## config.mk

```make
export PLATFORM = sky130hd
export DESIGN_NAME = mem_port_arbiter
export DESIGN_NICKNAME = d
export VERILOG_FILES = /design/src/rtl/mem_port_arbiter.sv
export SDC_FILE = /design/constraint.sdc
export NUM_CORES = 1
export LEC_CHECK = 0
export CORE_MARGIN = 2
export CORE_UTILIZATION = 32
export CTS_CLUSTER_SIZE = 30
export DETAILED_ROUTE_END_ITERATION = 6
export HOLD_SLACK_MARGIN = 0.02
export PLACE_DENSITY = 0.71
export SYNTH_ARGS = -nofsm -noshare
export SYNTH_HDL_FRONTEND = slang
export SYNTH_SLANG_ARGS = --single-unit
export TNS_END_PERCENT = 1
```

## constraint.sdc

```tcl
create_clock -name clk_i -period 2.4 [get_ports clk_i]
set_input_delay 0.24 -clock clk_i [delete_from_list [all_inputs] [get_ports clk_i]]
set_output_delay 0.24 -clock clk_i [all_outputs]
set_load 0.02 [all_outputs]
```

## src/rtl/mem_port_arbiter.sv

```systemverilog
`default_nettype none
// ============================================================================
// Module   : mem_port_arbiter
// Purpose  : Shares one single-port memory between a read-only fetch port and
//            a read/write store port. One transaction at a time. Ties between
//            the ports are settled round-robin by default.
// Revision : 1.0 - initial release
// ----------------------------------------------------------------------------
// Build option:
//   ARB_FETCH_PRIO_EN  defined   -> fixed priority, fetch wins every tie
//                      undefined -> round-robin (default)
// ----------------------------------------------------------------------------
// Ports:
//   clk_i         system clock, rising edge
//   rst_ni        asynchronous active-low reset
//   f_req_i       fetch request, held until f_ack_o
//   f_addr_i      fetch address
//   f_ack_o       one-cycle pulse, f_rdata_o valid in the same cycle
//   f_rdata_o     fetch read data (registered, holds until next capture)
//   s_req_i       store-port request, held until s_ack_o
//   s_we_i        1 = write, 0 = read
//   s_addr_i      store-port address
//   s_wdata_i     store-port write data
//   s_ack_o       one-cycle pulse, write done or s_rdata_o valid
//   s_rdata_o     store-port read data (registered)
//   mem_en_o      memory enable (only in ISSUE)
//   mem_we_o      memory write enable (only with mem_en_o)
//   mem_addr_o    memory address
//   mem_wdata_o   memory write data
//   mem_rdata_i   memory read data, valid RD_LAT cycles after mem_en_o
//   busy_o        high in every state except IDLE
// ============================================================================
module mem_port_arbiter #(
  parameter int ADDR_W = 8,
  parameter int DATA_W = 8,
  parameter int RD_LAT = 1
) (
  input  logic              clk_i,
  input  logic              rst_ni,
  input  logic              f_req_i,
  input  logic [ADDR_W-1:0] f_addr_i,
  output logic              f_ack_o,
  output logic [DATA_W-1:0] f_rdata_o,
  input  logic              s_req_i,
  input  logic              s_we_i,
  input  logic [ADDR_W-1:0] s_addr_i,
  input  logic [DATA_W-1:0] s_wdata_i,
  output logic              s_ack_o,
  output logic [DATA_W-1:0] s_rdata_o,
  output logic              mem_en_o,
  output logic              mem_we_o,
  output logic [ADDR_W-1:0] mem_addr_o,
  output logic [DATA_W-1:0] mem_wdata_o,
  input  logic [DATA_W-1:0] mem_rdata_i,
  output logic              busy_o
);

  localparam int              CNT_W    = $clog2(RD_LAT + 1);
  localparam logic [CNT_W-1:0] CNT_LOAD = CNT_W'(RD_LAT);
  localparam logic [CNT_W-1:0] CNT_LAST = CNT_W'(1);

  typedef enum logic [1:0] {
    S_IDLE  = 2'd0,
    S_ISSUE = 2'd1,
    S_WAIT  = 2'd2,
    S_DONE  = 2'd3
  } state_e;

  state_e              state_q;
  logic                owner_q;      // 1 = store port owns the transaction
  logic                we_q;
  logic [CNT_W-1:0]    cnt_q;
  logic                f_ack_q;
  logic                s_ack_q;
  logic [DATA_W-1:0]   f_rdata_q;
  logic [DATA_W-1:0]   s_rdata_q;
  logic                mem_en_q;
  logic                mem_we_q;
  logic [ADDR_W-1:0]   mem_addr_q;
  logic [DATA_W-1:0]   mem_wdata_q;
  logic                busy_q;
  logic                grant_store_d;
  logic                store_write_d;

`ifndef ARB_FETCH_PRIO_EN
  logic                last_grant_q; // 1 = store was granted last
`endif

  // Grant decision for the IDLE cycle. A lone request always wins; on a tie
  // the port that was not granted last goes first (or fetch, in fixed mode).
  always_comb begin
    grant_store_d = 1'b0;
    if (s_req_i && !f_req_i) begin
      grant_store_d = 1'b1;
    end
`ifndef ARB_FETCH_PRIO_EN
    else if (s_req_i && f_req_i) begin
      grant_store_d = ~last_grant_q;
    end
`endif
    store_write_d = grant_store_d & s_we_i;
  end

  always_ff @(posedge clk_i or negedge rst_ni) begin
    if (!rst_ni) begin
      state_q      <= S_IDLE;
      owner_q      <= 1'b0;
      we_q         <= 1'b0;
      cnt_q        <= '0;
      f_ack_q      <= 1'b0;
      s_ack_q      <= 1'b0;
      f_rdata_q    <= '0;
      s_rdata_q    <= '0;
      mem_en_q     <= 1'b0;
      mem_we_q     <= 1'b0;
      mem_addr_q   <= '0;
      mem_wdata_q  <= '0;
      busy_q       <= 1'b0;
`ifndef ARB_FETCH_PRIO_EN
      last_grant_q <= 1'b1;  // so that fetch wins the first tie
`endif
    end else begin
      // Pulse-type outputs default low; the memory bus is only driven in ISSUE.
      f_ack_q     <= 1'b0;
      s_ack_q     <= 1'b0;
      mem_en_q    <= 1'b0;
      mem_we_q    <= 1'b0;
      mem_addr_q  <= '0;
      mem_wdata_q <= '0;

      case (state_q)
        S_IDLE: begin
          if (f_req_i || s_req_i) begin
            state_q     <= S_ISSUE;
            busy_q      <= 1'b1;
            owner_q     <= grant_store_d;
            we_q        <= store_write_d;
`ifndef ARB_FETCH_PRIO_EN
            last_grant_q <= grant_store_d;
`endif
            // The memory bus registers double as the latched request copy.
            mem_en_q    <= 1'b1;
            mem_we_q    <= store_write_d;
            mem_addr_q  <= grant_store_d ? s_addr_i : f_addr_i;
            mem_wdata_q <= grant_store_d ? s_wdata_i : '0;
          end
        end

        S_ISSUE: begin
          if (we_q) begin
            state_q <= S_DONE;
            s_ack_q <= owner_q;
            f_ack_q <= ~owner_q;
          end else begin
            state_q <= S_WAIT;
            cnt_q   <= CNT_LOAD;
          end
        end

        S_WAIT: begin
          cnt_q <= cnt_q - CNT_LAST;
          if (cnt_q == CNT_LAST) begin
            if (owner_q) begin
              s_rdata_q <= mem_rdata_i;
            end else begin
              f_rdata_q <= mem_rdata_i;
            end
            state_q <= S_DONE;
            s_ack_q <= owner_q;
            f_ack_q <= ~owner_q;
          end
        end

        S_DONE: begin
          state_q <= S_IDLE;
          busy_q  <= 1'b0;
        end

        default: begin
          state_q <= S_IDLE;
          busy_q  <= 1'b0;
        end
      endcase
    end
  end

  assign f_ack_o     = f_ack_q;
  assign s_ack_o     = s_ack_q;
  assign f_rdata_o   = f_rdata_q;
  assign s_rdata_o   = s_rdata_q;
  assign mem_en_o    = mem_en_q;
  assign mem_we_o    = mem_we_q;
  assign mem_addr_o  = mem_addr_q;
  assign mem_wdata_o = mem_wdata_q;
  assign busy_o      = busy_q;

endmodule
`default_nettype wire
```

==> results.toml <==
[clock_network]
post_cts_resize_count = 0
cts.repair_timing.setup_buffer_count = 0
h-tree-depth = 2
cts.reportedPaths.clkPinSlew_ps = 80
clk_latency_ps = 290
cts_root_buffer = "clkbuf_8"
post_cts_hold_buffer_count = 0
clock_tree_from_tritoncts = "built"
cts_made_buffers = 5
clockBufferDepth = 2
clock_sink_count = 43

[routing]
via_per_inst = 4.43
wl_per_cell_um = 12.9
route.antenna.remaining_nets = 0
dr_vias = 1241
drt_drc_violations_left = 0
wl_um = 3610
drtPass1Iterations = 4
first_iter_violations = 28

[global_route]
globalRoute.totalOverflow = 0
grt_util_all_layers_pct = 14.0
grt_start_max_net_pins = 44
antenna_violations_before_repair = 0
vias_in_the_first_global_route = 1410
grt_first_pass_wirelength_um = 6560

[place]
numPortBuffers = 73
hpwlAfterDp_um = 2720
post_dp_cell_area_mm2 = 0.00251
gpl_congestion = 0.679

[synth]
synth.cells.most_frequent = "42 x dfrtp_1, 19 x nand2_1, 18 x mux2_2"
synth_enable_flop_cells = 0
synth_fa_ha_area_share_pct = 2.91
postSynthRegisterBits = 43
area_fraction_in_compound_gates_after_synthesis_pct = 8.45
main_combinational_cell_family_by_area_after_synthesis = "multiplexers"
synth.mux.area_fraction_pct = 11.8
synth_top_cells_by_area = "dfrtp_1 61%, mux2_2 12%, nand2_1 4.2%, and3_1 3.3%, ha_1 2.9%"
synth_seq_area_share_pct = 62.7
synth-main-ff-cell = "dfrtp_1"
parity_gate_share_of_the_synthesized_area_counting_xor_and_xnor_cells_pct = 0.510
synth.yosys.warnings = 0
netlist_instances = 133
postSynthNetCount = 174
synth-async-reset-ratio_pct = 100
synth_cell_types = 29
syn_area_per_cell_um2 = 12.9
yosys.cell_count.top_type = "dfrtp_1"
synth_top_cell_by_area = "dfrtp_1"
synth.top_cell.area_share_pct = 61.2
syn-cell-area_mm2 = 0.00172
post_synth_and_or_nand_nor_area_fraction_pct = 11.1

[critical_path]
critical-path-top-delay-family = "compound AO/OA/AOI/OAI gates"
worst-path-max-fanout = 14
path_class = "register to register"
critical_path.max_stage_delay_ps = 440
worst_path_max_delay_cell = "dfrtp_1"
end_kind = "register"
critical_path.n_buffers_inverters = 2
cp-start-kind = "register"
worst_ep_arrival_time_ps = 1980
crit_chain = "inv_1, ha_1, o21ai_0, buf_4, a21oi_1"
critical_path_required_ps = 2620

[timing]
final.setup_skew_ps = 6.24
timing.final.max_slew_violations = 0
setup_viol = 0
setup_tns_ps = 0
achievable-frequency_ghz = 0.566
min_cycle_time_layout_ps = 1770
max-slew-margin-rel_pct = 38.9
report.final.hold_viol_count = 0
final_cycle_share_pct = 73.6
rsz0062_at_grt = "no"
worst_tran_pin_value_ps = 916

[die]
effective_utilization_at_floorplan_pct = 33.4
number_of_top_level_design_ports = 74
floorplan.core_area_mm2 = 0.00514
die_area_mm2 = 0.00597
die_w_um = 77.3
rows = 26
die_h_um = 77.3

[finish]
final_layout_size_suffix_gt1_share_pct = 16.7
design_area_mm2 = 0.00260
nNetsFinal = 250
post-route-util_pct = 50.6
insertedDiodeCount = 0
area_delta_synth_final_pct = 51.3

[pwr]
power.ir.vdd_worst_v = 0.000456
p_per_area_mw_per_mm2 = 1150
leakage_nw = 1.19

[outcome]
status = "finished, final reports clean"

[worst_hold_path]
timing.hold.worst.class = "input pin to asynchronous set/reset pin"

[job]
max-cap-violations = 0
placed cells by master (no fill, tap or decap), types with 4 or more instances in the layout:
master,n
inv_1,5
and3_1,9
mux2_2,18
clkbuf_8,5
clkdlybuf4s50_1,72
a21oi_1,8
ha_1,4
nor2_1,4
dfrtp_1,42
nand2_1,19
worst reg2reg max path: stages, from the launching register on:
cell     delay [ps]
dfrtp_1         440
inv_1           100
ha_1            430
o21ai_0         330
buf_4           260
a21oi_1         120
through the flow:
| step | cells | power, mW | worst slack (ps) | hold slack (ps) |
|---|---|---|---|---|
| final | 280 | 3.00 | 634 | 77.9 |
| after global routing | 280 | 3.22 | 376 | 164 |
| after CTS | 280 | 3.04 | 598 | 121 |
| after detailed placement | 272 | 2.59 | 630 | 437 |
| after global placement | 272 | 2.56 | 707 | 432 |
| after floorplan | 133 | 1.97 | 939 | -55.6 |
registers in the layout (all words and copies together) (netlist names):
| register | count |
|---|---|
| f_rdata_o | 8 |
| mem_addr_o | 8 |
| mem_wdata_o | 8 |
| s_rdata_o | 8 |
| state_q | 2 |
| busy_o | 1 |
| cnt_q | 1 |
| f_ack_o | 1 |
| last_grant_q | 1 |
| mem_en_o | 1 |
| mem_we_o | 1 |
| owner_q | 1 |
| s_ack_o | 1 |
| we_q | 1 |
path summary, 6_finish.rpt:
path | startpoint | end | slack, ps | depth (start not counted)
max | state_q[0] | mem_addr_o[5] | 630 | 5
min | rst_ni | busy_o | 80 | 1
max reg2reg | state_q[0] | mem_addr_o[5] | 630 | 5
min reg2reg | f_rdata_o[4] | f_rdata_o[4] | 510 | 1
max in group asynchronous | rst_ni | mem_addr_o[6] | 1750 | 1
min in group clk_i | s_addr_i[4] | mem_addr_o[4] | 490 | 3
cell type report:
type                            count  area [um^2]
Clock buffer                        6         72.6
Timing Repair Buffer               74          733
Fill cell                         489         2540
Multi-Input combinational cell     80          597
Sequential cell                    43         1080
Tap cell                           70         87.6
Clock inverter                      2         12.5
Inverter                            5         18.8
per-layer routing:
layer  track usage [%]  vias to the layer above  part of all wire (%)
li1                  -                      599                     -
met1              16.6                      576                    43
met2              22.2                       60                    46
met3              6.35                        6                   9.8
met4              5.36                        0                   1.2
met5                 0                        -                     0
power breakdown:
group | total (mW) | internal [mW] | switching, mW
clock network | 0.439 | 0.203 | 0.236
logic | 1.40 | 0.742 | 0.660
registers | 1.16 | 0.997 | 0.158
total | 3.00 | 1.94 | 1.05
cell families after synthesis:
family                     after synthesis
muxes                                   18
AOI/OAI and AO/OA                       20
xor gates and xnor gates                 1
buffers and inverters                   10
and+or+nand+nor                         37
DFF                                     43
adders and majority gates                4
No activity file was read; power rests on OpenSTA's default activity.
